**config.mk**
```make
export PLATFORM = sky130hd
export DESIGN_NAME = proc_packet_arbiter
export DESIGN_NICKNAME = d
export VERILOG_FILES = /design/src/rtl/proc_packet_arbiter.sv
export SDC_FILE = /design/constraint.sdc
export NUM_CORES = 1
export LEC_CHECK = 0
export ABC_AREA = 1
export BUFFER_PORTS_ARGS = -buffer_cell sky130_fd_sc_hd__buf_2
export CAP_MARGIN = 20
export CORE_AREA = 8 8 167 169
export DETAILED_ROUTE_END_ITERATION = 8
export DIE_AREA = 0 0 175 177
export PLACE_DENSITY = 0.66
export SETUP_SLACK_MARGIN = 0.1
export SYNTH_ARGS = -nofsm -noshare
export SYNTH_HDL_FRONTEND = slang
export SYNTH_SLANG_ARGS = --single-unit
```
**constraint.sdc**
```tcl
create_clock -name clk -period 3.4 [get_ports clk]
set_input_delay 0 -clock clk [delete_from_list [all_inputs] [get_ports clk]]
set_output_delay 0 -clock clk [all_outputs]
set_load 0.005 [all_outputs]
```
**src/rtl/proc_packet_arbiter.sv**
```systemverilog
// rtl/proc_packet_arbiter.sv - round-robin arbiter sharing the Garnet proc packet port
module proc_packet_arbiter #(
    parameter int NUM_REQ         = 2,
    parameter int ADDR_WIDTH      = 22,
    parameter int DATA_WIDTH      = 64,
    parameter int MAX_OUTSTANDING = 4
) (
    input  logic                            clk,
    input  logic                            reset_n,
    input  logic [NUM_REQ-1:0]              req_valid,
    output logic [NUM_REQ-1:0]              req_ready,
    input  logic [NUM_REQ-1:0]              req_wr,
    input  logic [NUM_REQ*ADDR_WIDTH-1:0]   req_addr,
    input  logic [NUM_REQ*DATA_WIDTH-1:0]   req_data,
    input  logic [NUM_REQ*(DATA_WIDTH/8)-1:0] req_strb,
    output logic [NUM_REQ-1:0]              rsp_valid,
    output logic [DATA_WIDTH-1:0]           rsp_data,
    output logic                            proc_wr_en,
    output logic [DATA_WIDTH/8-1:0]         proc_wr_strb,
    output logic [ADDR_WIDTH-1:0]           proc_wr_addr,
    output logic [DATA_WIDTH-1:0]           proc_wr_data,
    output logic                            proc_rd_en,
    output logic [ADDR_WIDTH-1:0]           proc_rd_addr,
    input  logic [DATA_WIDTH-1:0]           proc_rd_data,
    input  logic                            proc_rd_data_valid,
    output logic                            err_unexpected_rsp
);
    localparam int IW = $clog2(NUM_REQ);
    localparam int SW = DATA_WIDTH / 8;
    localparam int AW = $clog2(MAX_OUTSTANDING);
    localparam int CW = AW + 1;

    logic [IW-1:0]      ptr;
    logic [IW-1:0]      grant_idx;
    logic               grant_valid;
    logic [NUM_REQ-1:0] eligible;
    logic [CW-1:0]      count;
    logic [AW-1:0]      wr_ptr;
    logic [AW-1:0]      rd_ptr;
    logic [IW-1:0]      id_mem [MAX_OUTSTANDING];
    logic               fifo_full;
    logic               fifo_empty;
    logic               push;
    logic               pop;
    int                 cand;

    assign fifo_full  = (count == CW'(MAX_OUTSTANDING));
    assign fifo_empty = (count == '0);

    // Reads wait on a full ID FIFO; writes never do, so they are searched past blocked reads.
    always_comb begin
        eligible    = req_valid & (req_wr | {NUM_REQ{~fifo_full}});
        grant_valid = 1'b0;
        grant_idx   = '0;
        cand        = 0;
        for (int k = 0; k < NUM_REQ; k++) begin
            cand = int'(ptr) + k;
            if (cand >= NUM_REQ) cand = cand - NUM_REQ;
            if (!grant_valid && eligible[cand]) begin
                grant_valid = 1'b1;
                grant_idx   = IW'(cand);
            end
        end
    end

    always_comb begin
        req_ready = '0;
        if (grant_valid) req_ready[grant_idx] = 1'b1;
    end

    assign push = grant_valid && !req_wr[grant_idx];
    assign pop  = proc_rd_data_valid && !fifo_empty;

    always_ff @(posedge clk) begin
        if (!reset_n) begin
            ptr                <= '0;
            count              <= '0;
            wr_ptr             <= '0;
            rd_ptr             <= '0;
            proc_wr_en         <= 1'b0;
            proc_wr_strb       <= '0;
            proc_wr_addr       <= '0;
            proc_wr_data       <= '0;
            proc_rd_en         <= 1'b0;
            proc_rd_addr       <= '0;
            rsp_valid          <= '0;
            rsp_data           <= '0;
            err_unexpected_rsp <= 1'b0;
        end else begin
            proc_wr_en <= 1'b0;
            proc_rd_en <= 1'b0;
            if (grant_valid) begin
                ptr <= (grant_idx == IW'(NUM_REQ - 1)) ? '0 : grant_idx + IW'(1);
                if (req_wr[grant_idx]) begin
                    proc_wr_en   <= 1'b1;
                    proc_wr_addr <= req_addr[grant_idx*ADDR_WIDTH +: ADDR_WIDTH];
                    proc_wr_data <= req_data[grant_idx*DATA_WIDTH +: DATA_WIDTH];
                    proc_wr_strb <= req_strb[grant_idx*SW +: SW];
                end else begin
                    proc_rd_en   <= 1'b1;
                    proc_rd_addr <= req_addr[grant_idx*ADDR_WIDTH +: ADDR_WIDTH];
                end
            end

            if (pop) begin
                rsp_valid <= NUM_REQ'(1) << id_mem[rd_ptr];
                rsp_data  <= proc_rd_data;
                rd_ptr    <= rd_ptr + AW'(1);
            end else begin
                rsp_valid <= '0;
            end

            if (push) wr_ptr <= wr_ptr + AW'(1);

            if (push && !pop)      count <= count + CW'(1);
            else if (pop && !push) count <= count - CW'(1);

            if (proc_rd_data_valid && fifo_empty) err_unexpected_rsp <= 1'b1;
        end
    end

    // ID storage needs no reset: entries are only read behind a valid count.
    always_ff @(posedge clk) begin
        if (push) id_mem[wr_ptr] <= grant_idx;
    end
endmodule

```
## Word-level counts from Yosys, hierarchy flattened

Memory sizes are Yosys's and may differ from the RTL's. A register that Yosys moved wholly into a read port is not among the register bits.
Cells that the tools add are included.

- Output and inout port bits: 187
- Word-level logic and storage cells: 82
- ROM bits: 0
- Memories: 1
- Register bits: 193
- Input port bits: 259
- Latch bits: 0
- Bits in writable memories: 4

- Add/sub/neg operators: 8
- Magnitude comparators: 6
- Divide/modulo/power cells: 0
- Reduce and logical (&&, ||, !) cells: 18
- Shift operators: 4
- Muxes and demuxes: 26
- $mul: 1
- Equality and inequality tests: 1
- Bitwise operators: 4

Memory list:

| name | words | bits a word | rd ports | clocked after memory_dff | write ports | line | RTL |
|---|---|---|---|---|---|---|---|
| id_mem | 4 | 1 | 1 | 1 | 1 | 40 | `logic [IW-1:0] id_mem [MAX_OUTSTANDING];` |

Operators with widths:

| operator | count |
|---|---|
| 128-bit by 8-bit indexed part select with 64-bit output | 1 |
| 32-bit by 3-bit < comparator with 1-bit output (second input constant) | 2 |
| 32-bit 2-to-1 mux | 2 |
| 44-bit by 7-bit indexed part select with 22-bit output | 1 |
| 1-bit 2-to-1 mux | 18 |
| 16-bit by 5-bit indexed part select with 8-bit output | 1 |
| 2-bit AND reduction | 4 |
| 1-bit logical AND | 7 |
| 2-bit 2-to-1 mux | 3 |
| 3-bit 2-to-1 mux | 2 |
| 1-bit zero test | 5 |
| 1-bit by 4-bit multiplier with 5-bit output (second input constant) | 1 |
| 2-bit by 1-bit adder with 2-bit output (second input constant) | 2 |
| 3-bit by 1-bit adder with 3-bit output (second input constant) | 1 |
| 3-bit == test (second input constant) | 1 |
| 3-bit zero test | 1 |
| 1-bit by 2-bit subtractor with 3-bit output (second input constant) | 1 |
| 2-bit by 2-bit subtractor with 3-bit output (second input constant) | 1 |
| 3-bit by 1-bit subtractor with 3-bit output (second input constant) | 1 |
| 1-bit by 1-bit adder with 2-bit output (second input constant) | 1 |
| 2-bit bitwise AND | 1 |
| 1-bit by 2-bit >= comparator with 1-bit output (second input constant) | 1 |
| 2-bit >= comparator (second input constant) | 1 |
| 1-bit by 2-bit < comparator with 1-bit output (second input constant) | 1 |
| 7 further kinds | 8 |

## Depth between registers and ports, before layout

Gate-level depths: netlist of run 1.

- Depth in word-level cells: 19
- Gate-level depth with buffers: 17
- Gate-level depth less buffers: 16

## Worst setup path after synthesis of run 1

No wires, ideal clock.

- Kind: reg-to-reg
- Start point: register count[0]
- End point: register count[2]
- Library setup time: 122 ps
- Path slack: 985 ps
- Required time: 3,278 ps
- Path buffers: 1
- Clock period less this slack: 2,415 ps
- Cell stages (with the launch flop): 18
- Data arrival time: 2,293 ps
- Path through: dfxtp_1 -> nor2_2 -> nand3_1 -> nand2_1 -> inv_2 -> nand2_4 -> nand2_1 -> nand2_1 -> nand2_1 -> buf_2 -> inv_1 -> ha_1 -> inv_1 -> fa_1 -> a21oi_1 -> o21ai_0 -> o21ai_0 -> a21oi_1

- Longest elaborated chain between the ends: 18
- Elaborated cells between the ends (all ways): 32
- Those cells by class: add/sub: 2; eq/ne: 1; mux: 14; bitwise: 3; reduce/logical: 12

RTL lines:

| what | line | RTL |
|---|---|---|
| start, declared | 37 | `logic [CW-1:0] count;` |
| start signal, assigned | 115 | `if (push && !pop) count <= count + CW'(1);` |
| start signal, assigned | 116 | `else if (pop && !push) count <= count - CW'(1);` |
| 3-bit == test * | 47 | `assign fifo_full = (count == CW'(MAX_OUTSTANDING));` |
| 1-bit NOT * | 52 | `eligible = req_valid & (req_wr \| {NUM_REQ{~fifo_full}});` |
| 2-bit OR * | 52 |  |
| 2-bit bitwise AND * | 52 |  |
| 1-bit 2-to-1 mux (not written as such) (3 in series) | 59 | `if (!grant_valid && eligible[cand]) begin` |
| 1-bit 2-to-1 mux | 59 |  |
| 1-bit zero test | 59 |  |
| 1-bit logical AND | 59 |  |
| 1-bit 2-to-1 mux | 59 |  |
| 1-bit 2-to-1 mux (not written as such) (2 in series) | 71 | `assign push = grant_valid && !req_wr[grant_idx];` |
| 1-bit zero test | 71 |  |
| 1-bit logical AND * | 71 |  |
| named net push | 43 | `logic push;` |
| 1-bit zero test | 116 |  |
| 1-bit logical AND | 116 |  |
| 2-bit nonzero test (no source line) | n/a |  |

The timed path passes the listed nets; every way through them passes the cells marked *. The select of a mux whose other input is x is not followed.
A chain may end at the register's enable or synchronous reset.

## Worst setup path after layout of run 1

- Start point: register count[0]
- End point: register proc_wr_strb[2]

- Longest elaborated chain between the ends: 14
- Elaborated cells between the ends (all ways): 20
- Those cells by class: eq/ne: 1; shift: 1; mux: 12; bitwise: 3; reduce/logical: 3

RTL lines:

| what | line | RTL |
|---|---|---|
| 3-bit == test * | 47 |  |
| 1-bit NOT * | 52 |  |
| 2-bit OR * | 52 |  |
| 2-bit bitwise AND * | 52 |  |
| branches (longest 10 deep; another with 16-bit by 5-bit indexed part select with 8-bit output) | n/a |  |
| end signal, assigned | 98 | `proc_wr_strb <= req_strb[grant_idx*SW +: SW];` |
| end, declared | 19 | `output logic [DATA_WIDTH/8-1:0] proc_wr_strb,` |

Mark *: on every way between the ends. The select of a mux whose other input is x is not followed.

==> results of run 1 <==
-- critical path: cells and delay by family (launching register included) --
family	cells	cell delay, ps
DFF	1	360
buffers and inverters	3	1470
and+or+nand+nor	8	1010
-- cell usage in the layout, fill, tap and decap left out, types with 5 or more instances in the layout --
cell type,synthesis,routed
sky130_fd_sc_hd__a21oi_1,9,9
sky130_fd_sc_hd__inv_1,226,225
sky130_fd_sc_hd__dfxtp_1,195,195
sky130_fd_sc_hd__o21ai_0,69,69
sky130_fd_sc_hd__dlygate4sd3_1,0,215
sky130_fd_sc_hd__nand2_1,510,509
sky130_fd_sc_hd__clkbuf_16,0,17
sky130_fd_sc_hd__buf_4,1,13
sky130_fd_sc_hd__nor2_1,325,325
sky130_fd_sc_hd__ha_1,5,5
sky130_fd_sc_hd__buf_2,35,444
sky130_fd_sc_hd__nand3_1,73,73
-- what timing repair did --
action | in CTS | in global routing
gates resized for setup | 0 | 2
hold buffers | 215 | 0
endpoints found under the setup margin | 0 | 26
hold endpoints to repair | 144 | 0
-- final cells by class --
class	count	area (um^2)
fillers	2304	10900
repair buffers	675	4530
multi-input cells	1001	4060
flip-flops and latches	199	4020
inverters	228	858
clock buffers	17	425
well taps	335	419
clock inverters	15	223
diodes	1	2.50
-- routing by layer --
layer / track usage / routed length, um / part of all wire / vias to the layer above
li1: - / - / - / 5651
met1: 0.238 / 13800 / 0.39 / 5002
met2: 0.375 / 17300 / 0.49 / 459
met3: 0.0614 / 2590 / 0.074 / 97
met4: 0.105 / 1450 / 0.041 / 0
met5: 0 / 0 / 0 / -
-- power breakdown --
part / total [uW] / switching [uW] / internal (uW)
clock network: 2210 / 1150 / 1060
logic: 3350 / 1930 / 1420
registers: 3170 / 274 / 2890
-- registers in the layout (all words and copies together) (netlist names), named ones only --
signal	flops
id_mem	4
rsp_valid	2
proc_wr_addr	22
ptr	1
proc_wr_strb	8
count	3
proc_rd_en	1
rsp_data	64
proc_wr_data	64
proc_wr_en	1
rd_ptr	2
proc_rd_addr	22
err_unexpected_rsp	1
wr_ptr	2
-- kinds of logic (layout without fill, tap and decap cells) --
group	Yosys count	in the layout
and+or+nand+nor	914	914
buffers and inverters	315	935
DFF	199	199
AOI/OAI and AO/OA	80	80
adders and majority gates	6	6
xor gates and xnor gates	1	1
other	0	1
-- per-stage QoR --
stage	utilization	instance area [um^2]	hold slack [ps]	setup slack, ps
6_report	0.571	14500	17.0	466
5_1_grt	0.571	14500	45.9	229
4_1_cts	0.571	14500	1.36	197
3_5_place_dp	0.461	11700	258	660
3_3_place_gp	0.461	11700	249	685
2_1_floorplan	-	9310	126	985
-- final timing paths --
path	endpoint	cells past startpoint	slack [ps]	start
max	proc_wr_strb[2]	11	470	count[0]
min	proc_rd_addr[13]	7	20	req_addr[13]
max reg2reg	proc_wr_strb[2]	11	470	count[0]
min reg2reg	err_unexpected_rsp	2	460	err_unexpected_rsp
==> results.json, run 1 <==
{
  "setup.worst_path.start_class": "flip-flop",
  "cts-root-buf": "sky130_fd_sc_hd__clkbuf_16",
  "die_h_um": 177,
  "design.final.nets": 2387,
  "crit_path_cell_chain": "nor2_2 -> nand3_1 -> nand3_2 -> nand2_4 -> inv_4 -> buf_4 -> nand2_1 -> nand2_1 -> dlygate4sd3_1 -> nor2_1 -> nor2_1",
  "timing.critical_path.arrival_ps": 3320,
  "cts_setup_buffers": 0,
  "synth_seq_cells": 199,
  "die_area_um2": 31000,
  "synthToLayoutAreaGrowth_pct": 56.2,
  "path_clk_slew_ps": 100,
  "timing.setup.tns_ps": 0,
  "synth_area_leaders": "sky130_fd_sc_hd__dfxtp_1 (42%), sky130_fd_sc_hd__nand2_1 (21%), sky130_fd_sc_hd__nor2_1 (13%)",
  "drtIter0Drc": 680,
  "yosysSeqAreaShare": 0.432,
  "synth_cell_types": 25,
  "first_global_vias": 11000,
  "yosysMostFrequentCell": "sky130_fd_sc_hd__nand2_1",
  "fin_skew_ps": 21.1,
  "hp-class": "in2reg",
  "setup_viol_count_final": 0,
  "routabilityCongestion": 0.863,
  "synth_xor_area_frac": 0.000941,
  "level_count_of_the_clock_h_tree": 4,
  "crit_type": "reg2reg",
  "synth_simple_gate_area_share": 0.381,
  "crit_required_ps": 3790,
  "finalPower_uw": 8730,
  "post_synth_mux_area_share": 0,
  "fin_crit_sh": 0.863,
  "clk-insertion-delay-late_ps": 440,
  "slowest_delay_ps": 560,
  "synth_enable_flop_cells": 4,
  "async_reset_ff_frac": 0,
  "avgSynthCellArea_um2": 6.14,
  "dr_vias": 11200,
  "drt-pass1-iter-count": 5,
  "unrepaired_setup_endpoints_after_global_routing": "no",
  "yosys.area.top_type": "sky130_fd_sc_hd__dfxtp_1",
  "routedWlPerCell_um": 14.2,
  "place_hpwl_um": 23300,
  "post_layout_nonfiller_instances": 2471,
  "grt_use_total": 0.215,
  "floorplan.rows": 59,
  "synth-compound-area-share": 0.0437,
  "max-slew-margin-rel": 0.467,
  "post_syn_instances": 1515,
  "dominant_register_cell_in_the_synthesized_netlist": "sky130_fd_sc_hd__dfxtp_1",
  "run_status": "completed",
  "power_density_nw_per_um2": 600,
  "finalWorstPathRequiredPeriod_ps": 2930,
  "tritoncts": "built",
  "cts.sink_count": 199,
  "design.portCount": 446,
  "syn_nets": 1780,
  "drt-vias-per-instance": 4.54,
  "grt_antenna_before_repair": 1,
  "max_cap_violations": 0,
  "final-max-slew-violation-count": 0,
  "critical_path.endpoint_type": "flip-flop",
  "placeableCoreArea_um2": 25500,
  "ant_nets": 0,
  "global_route_wire_length_before_repair_um": 54900,
  "placed_cells_incl_taps": 2223,
  "starting_density_of_the_core": 0.365,
  "largest_net_degree_at_the_start_of_global_routing": 88,
  "report.final.hold_viol_count": 0,
  "maxClockFrequency_ghz": 0.341,
  "cp_slowest_cell": "sky130_fd_sc_hd__dlygate4sd3_1",
  "io_buffers": 445,
  "total_leakage_power_uw": 0.00830,
  "die_w_um": 175,
  "tightestPinTransition_ps": 797,
  "combinational_family_with_the_most_area_after_synthesis": "simple AND/OR/NAND/NOR gates",
  "drive_above_1_share": 0.234,
  "route.detailed.drc": 0,
  "synth_warnings": 0,
  "synthAdderAreaFrac": 0.00887,
  "syn-cell-area_um2": 9310,
  "global_route.overflow_total": 0,
  "totalWireLength_um": 35100,
  "vdd.ir_drop.worst_uv": 329,
  "synth_top_area_share": 0.419,
  "post_synth_most_frequent_cells": "sky130_fd_sc_hd__nand2_1 (510), sky130_fd_sc_hd__nor2_1 (325), sky130_fd_sc_hd__inv_1 (226), sky130_fd_sc_hd__dfxtp_1 (195), sky130_fd_sc_hd__nand3_1 (73)",
  "max-clock-path-buffers": 2,
  "worst-path-max-fanout": 52,
  "cts_made_buffers": 17
}
Power figures use the tool's default switching activity.
==> run 2, diff against run 1 <==
- ABC_CLOCK_PERIOD_IN_PS: default -> 3400
- RECOVER_POWER: default -> 50
==> run 2 against run 1 <==
- critical path depth did not move
- sequential share of layout area up 0.43 points
- core utilization is 0.86 points lower
- sequential power about the same
- count of clock-buffer cells in the layout unchanged
- die area is the same
- hold slack lost 1.3 ps
- clock skew barely moved
- first-iteration DRC count fell by 5.0%
- register-to-register slack got worse by 80 ps
- final cell count stayed put
- wire length rose by 0.30%
==> results.json, run 2 (synthesis gave the netlist of run 1 again) <==
{
  "maxClockFrequency_ghz": 0.331,
  "vdd.ir_drop.worst_uv": 328,
  "drt-pass1-iter-count": 5,
  "grt_antenna_before_repair": 1,
  "worst-path-max-fanout": 52,
  "timing.setup.tns_ps": 0,
  "level_count_of_the_clock_h_tree": 4,
  "grt_use_total": 0.215,
  "routabilityCongestion": 0.863,
  "finalWorstPathRequiredPeriod_ps": 3020,
  "cts_setup_buffers": 0,
  "crit_type": "reg2reg",
  "unrepaired_setup_endpoints_after_global_routing": "no",
  "cts_made_buffers": 17,
  "cts-root-buf": "sky130_fd_sc_hd__clkbuf_16",
  "cts.sink_count": 199,
  "rrSetupSlack_ps": 380,
  "ant_nets": 0,
  "path_clk_slew_ps": 90,
  "routedWlPerCell_um": 14.3,
  "place_hpwl_um": 23300,
  "drive_above_1_share": 0.153,
  "power_density_nw_per_um2": 603,
  "run_status": "completed",
  "crit_required_ps": 3790,
  "tritoncts": "built",
  "setup.worst_path.start_class": "flip-flop",
  "totalWireLength_um": 35200,
  "critical_path.endpoint_type": "flip-flop",
  "max-slew-margin-rel": 0.203,
  "die_area_um2": 31000,
  "floorplan.rows": 59,
  "max-clock-path-buffers": 2,
  "total_leakage_power_uw": 0.00766,
  "io_buffers": 445,
  "starting_density_of_the_core": 0.365,
  "dr_vias": 11200,
  "placeableCoreArea_um2": 25500,
  "hp-class": "in2reg",
  "die_w_um": 175,
  "max_cap_violations": 0,
  "clk-insertion-delay-late_ps": 440,
  "largest_net_degree_at_the_start_of_global_routing": 88,
  "fin_crit_sh": 0.888,
  "setup_viol_count_final": 0,
  "tightestPinTransition_ps": 1200,
  "global_route.overflow_total": 0,
  "design.final.nets": 2387,
  "mostFrequentLayoutCells": "sky130_fd_sc_hd__nand2_1 (510), sky130_fd_sc_hd__nor2_1 (326), sky130_fd_sc_hd__buf_2 (274), sky130_fd_sc_hd__inv_1 (226), sky130_fd_sc_hd__dlygate4sd3_1 (215)",
  "drtIter0Drc": 646,
  "timing.critical_path.arrival_ps": 3400,
  "fin_skew_ps": 21.0,
  "design.portCount": 446,
  "final-max-slew-violation-count": 0,
  "finish.utilization": 0.562,
  "first_global_vias": 11000,
  "synthToLayoutAreaGrowth_pct": 53.9,
  "global_route_wire_length_before_repair_um": 54900,
  "route.detailed.drc": 0,
  "drt-vias-per-instance": 4.54,
  "die_h_um": 177,
  "layout.cells.most_common": "sky130_fd_sc_hd__nand2_1",
  "top_flop_regs": "proc_wr_data: 64 flops, rsp_data: 64 flops",
  "report.final.hold_viol_count": 0
}
==> run 2: cell types whose count changed in the layout (fill, tap and decap cells not counted), sizes merged <==
cell    previous run  this run
clkbuf            17       187
buf              460       290
==> run 2: metrics by stage <==
stage	cell area (um^2)	setup slack (ps)	cells	total power, uW	hold slack (ps)
3_3_place_gp	11700	685	2223	6110	249
6_report	14300	382	2471	8630	15.7
5_1_grt	14300	135	2470	9280	45.9
4_1_cts	14500	197	2470	8770	1.36
2_1_floorplan	9310	985	1515	5020	126
3_5_place_dp	11700	660	2223	6180	258
==> run 2: cell type report <==
| type | instances | area (um^2) |
|---|---|---|
| clock inverter | 15 | 223 |
| inverter | 228 | 858 |
| antenna | 1 | 2.50 |
| fill | 2413 | 11100 |
| clock buffer | 17 | 425 |
| tap | 335 | 419 |
| timing repair buffer | 675 | 4320 |
| sequential | 199 | 4020 |
| multi-input combinational | 1001 | 4050 |
==> run 2: final timing paths <==
check / startpoint / to / cells past startpoint
hold / removal: req_addr[13] / proc_rd_addr[13] / 7
setup reg to reg: count[0] / proc_wr_strb[2] / 11
setup / recovery: count[0] / proc_wr_strb[2] / 11
hold reg to reg: err_unexpected_rsp / err_unexpected_rsp / 2
==> run 2: what timing repair did <==
action	in CTS	in global routing
gates resized for setup	0	2
endpoints found under the setup margin	0	26
hold buffers	215	0
hold endpoints to repair	144	0
==> run 2: power by group <==
group,switching (uW),internal [uW],leakage [uW]
combinational,1930,1300,0.00569
clock,1160,1060,0.000314
sequential,289,2890,0.00165
total,3380,5250,0.00766
==> run 2: routing by layer <==
metal / GRT usage / vias up / share of wire
met3: 0.0614 / 99 / 0.071
met2: 0.375 / 448 / 0.49
met4: 0.105 / 0 / 0.041
met1: 0.238 / 5019 / 0.40
met5: 0 / - / 0
li1: - / 5649 / -
==> run 2: worst max-delay path, cell delays in order (launching register included) <==
cell and delay [ps]:
sky130_fd_sc_hd__dfxtp_1 350, sky130_fd_sc_hd__nor2_1 240, sky130_fd_sc_hd__nand3_1 150, sky130_fd_sc_hd__nand3_2 120
sky130_fd_sc_hd__nand2_4 240, sky130_fd_sc_hd__inv_4 510, sky130_fd_sc_hd__buf_4 400, sky130_fd_sc_hd__nand2_1 110
sky130_fd_sc_hd__nand2_1 80, sky130_fd_sc_hd__dlygate4sd3_1 560, sky130_fd_sc_hd__nor2_1 50, sky130_fd_sc_hd__nor2_1 100
==> run 3, diff against run 2 <==
- ABC_AREA: 1 -> default
- CORE_AREA: 8 8 167 169 -> 8 8 169 171
- DIE_AREA: 0 0 175 177 -> 0 0 177 179
- PLACE_DENSITY: 0.66 -> default
==> run 3 against run 2 <==
- final area is 6.9% lower
- core utilization is 4.5 points lower
- combinational power is 24% lower
- via count is 18% lower
- clock skew is 4.1 ps lower
- die area is 2.3% higher
- synthesized cell count is 43% lower
- critical endpoint is now proc_wr_data[36]
==> results.json, run 3 <==
{
  "run_status": "completed",
  "cts-root-buf": "sky130_fd_sc_hd__clkbuf_16",
  "crit_type": "reg2reg",
  "path_clk_slew_ps": 90,
  "place_hpwl_um": 22700,
  "level_count_of_the_clock_h_tree": 4,
  "yosysMostFrequentCell": "sky130_fd_sc_hd__dfxtp_1",
  "setup_viol_count_final": 0,
  "clk-insertion-delay-late_ps": 430,
  "synth_area_leaders": "sky130_fd_sc_hd__dfxtp_1 (48%), sky130_fd_sc_hd__mux2i_1 (12%), sky130_fd_sc_hd__a21oi_1 (12%)",
  "pre_cts_slack_ps": 996,
  "post_syn_instances": 871,
  "finish.utilization": 0.517,
  "timing.critical_path.arrival_ps": 3330,
  "postLayoutSetupSlackWorst_ps": 407,
  "cts_setup_buffers": 0,
  "cts_hold_buf": 244,
  "layout.cells.most_common": "sky130_fd_sc_hd__buf_2",
  "critical_path.endpoint_type": "flip-flop",
  "starting_density_of_the_core": 0.313,
  "totalWireLength_um": 34900,
  "top_flop_regs": "proc_wr_data: 64 flops, rsp_data: 64 flops",
  "dr_vias": 9193,
  "report.final.hold_viol_count": 0,
  "design.portCount": 446,
  "yosysSeqAreaShare": 0.499,
  "setup.worst_path.start_class": "flip-flop",
  "post_synth_most_frequent_cells": "sky130_fd_sc_hd__dfxtp_1 (195), sky130_fd_sc_hd__a21oi_1 (186), sky130_fd_sc_hd__nand2_1 (131), sky130_fd_sc_hd__a211oi_1 (117), sky130_fd_sc_hd__mux2i_1 (95)",
  "hp-class": "in2reg",
  "yosys.area.top_type": "sky130_fd_sc_hd__dfxtp_1",
  "first_global_vias": 9598,
  "total_leakage_power_uw": 0.00576,
  "max_cap_violations": 0,
  "synthToLayoutAreaGrowth_pct": 65.2,
  "grt_antenna_before_repair": 1,
  "max-clock-path-buffers": 2,
  "ant_nets": 0,
  "route.detailed.drc": 0,
  "worst-path-max-fanout": 26,
  "slowest_delay_ps": 590,
  "dominant_register_cell_in_the_synthesized_netlist": "sky130_fd_sc_hd__dfxtp_1",
  "synth_cell_types": 36,
  "synth_warnings": 0,
  "crit_required_ps": 3730,
  "design.final.nets": 1772,
  "mostFrequentLayoutCells": "sky130_fd_sc_hd__buf_2 (275), sky130_fd_sc_hd__dlygate4sd3_1 (244), sky130_fd_sc_hd__dfxtp_1 (195), sky130_fd_sc_hd__a21oi_1 (186), sky130_fd_sc_hd__clkbuf_1 (170)",
  "cts.sink_count": 199,
  "synth_seq_cells": 199,
  "floorplan.rows": 59,
  "die_h_um": 179,
  "rrSetupSlack_ps": 410,
  "io_buffers": 445,
  "tritoncts": "built",
  "syn_nets": 1136,
  "max-slew-margin-rel": 0.0346,
  "fin_crit_sh": 0.880,
  "unrepaired_setup_endpoints_after_global_routing": "no",
  "power_density_nw_per_um2": 555,
  "finalWorstPathRequiredPeriod_ps": 2990,
  "cts_made_buffers": 17,
  "async_reset_ff_frac": 0,
  "synth_top_area_share": 0.484,
  "global_route_wire_length_before_repair_um": 52800,
  "maxClockFrequency_ghz": 0.334,
  "final-max-slew-violation-count": 0,
  "global_route.overflow_total": 0,
  "finalPower_uw": 7400,
  "drive_above_1_share": 0.217,
  "syn-cell-area_um2": 8070,
  "routedWlPerCell_um": 18.8,
  "drt-vias-per-instance": 4.95,
  "timing.setup.tns_ps": 0,
  "vdd.ir_drop.worst_uv": 280,
  "cp_slowest_cell": "sky130_fd_sc_hd__or4b_4",
  "placeableCoreArea_um2": 25800,
  "crit_path_cell_chain": "or4b_4 -> a211o_4 -> buf_4 -> mux2i_1 -> dlygate4sd3_1 -> a211oi_1",
  "largest_net_degree_at_the_start_of_global_routing": 117,
  "fin_skew_ps": 16.9,
  "die_w_um": 177,
  "die_area_um2": 31700,
  "drt-pass1-iter-count": 4,
  "grt_use_total": 0.208,
  "cts_resized": 0,
  "routabilityCongestion": 0.790,
  "avgSynthCellArea_um2": 9.26,
  "synth_enable_flop_cells": 4,
  "drtIter0Drc": 472,
  "tightestPinTransition_ps": 1440
}
[run 3: report_power, final]
group / total (uW) / internal [uW] / switching (uW)
clock network: 1980 / 977 / 1000
logic: 2450 / 1110 / 1340
registers: 2970 / 2730 / 233
total: 7400 / 4820 / 2580
[run 3: path summary, 6_finish.rpt]
kind | cells after the start | endpoint | start
setup reg to reg | 6 | proc_wr_data[36] | count[0]
hold reg to reg | 2 | rsp_data[1] | rsp_data[1]
setup / recovery | 6 | proc_wr_data[36] | count[0]
hold / removal | 3 | proc_rd_addr[1] | req_addr[1]
[run 3: per-layer routing]
metal | GRT usage | up-vias | part of all wire
met5 | 0 | - | 0
met4 | 0.0928 | 0 | 0.036
met1 | 0.230 | 4303 | 0.38
met2 | 0.358 | 402 | 0.49
li1 | - | 4408 | -
met3 | 0.0703 | 80 | 0.091
[run 3: area by class of cell]
| cell class | count | area (um^2) |
|---|---|---|
| antenna | 2 | 5.00 |
| clock buffer | 18 | 429 |
| clock inverter | 14 | 130 |
| fill | 2403 | 12400 |
| inverter | 8 | 35.0 |
| multi-input combinational | 579 | 3680 |
| sequential | 199 | 4020 |
| tap | 335 | 419 |
| timing repair buffer | 702 | 4610 |
[run 3: cell families (layout without fill, tap and decap cells)]
logic type | count (synthesis) | count (layout) | synth area share
AO/OA/AOI/OAI | 312 | 312 | 0.233
flip-flops | 199 | 199 | 0.499
AND/OR/NAND/NOR | 161 | 161 | 0.0831
multiplexers | 96 | 96 | 0.121
buffers and inverters | 93 | 742 | 0.0502
adder cells (fa/ha/maj) | 6 | 6 | 0.0102
XOR/XNOR | 4 | 4 | 0.00434
other | 0 | 2 | 0
[run 3: stage by stage]
stage               area [um^2]  instances  hold WS [ps]
floorplan                  8070        871          74.3
detailed placement        10600       1579           247
global placement          10600       1579           241
finish                    13300       1857          13.1
CTS                       13600       1855         0.386
global route              13300       1856          2.06
[run 3: worst max-delay path: cells and delay by family, from the launching register on]
kind | cells | cell delay (ps)
AOI/OAI and AO/OA | 2 | 810
DFF | 1 | 400
muxes | 1 | 160
and+or+nand+nor | 1 | 590
buffers and inverters | 2 | 910
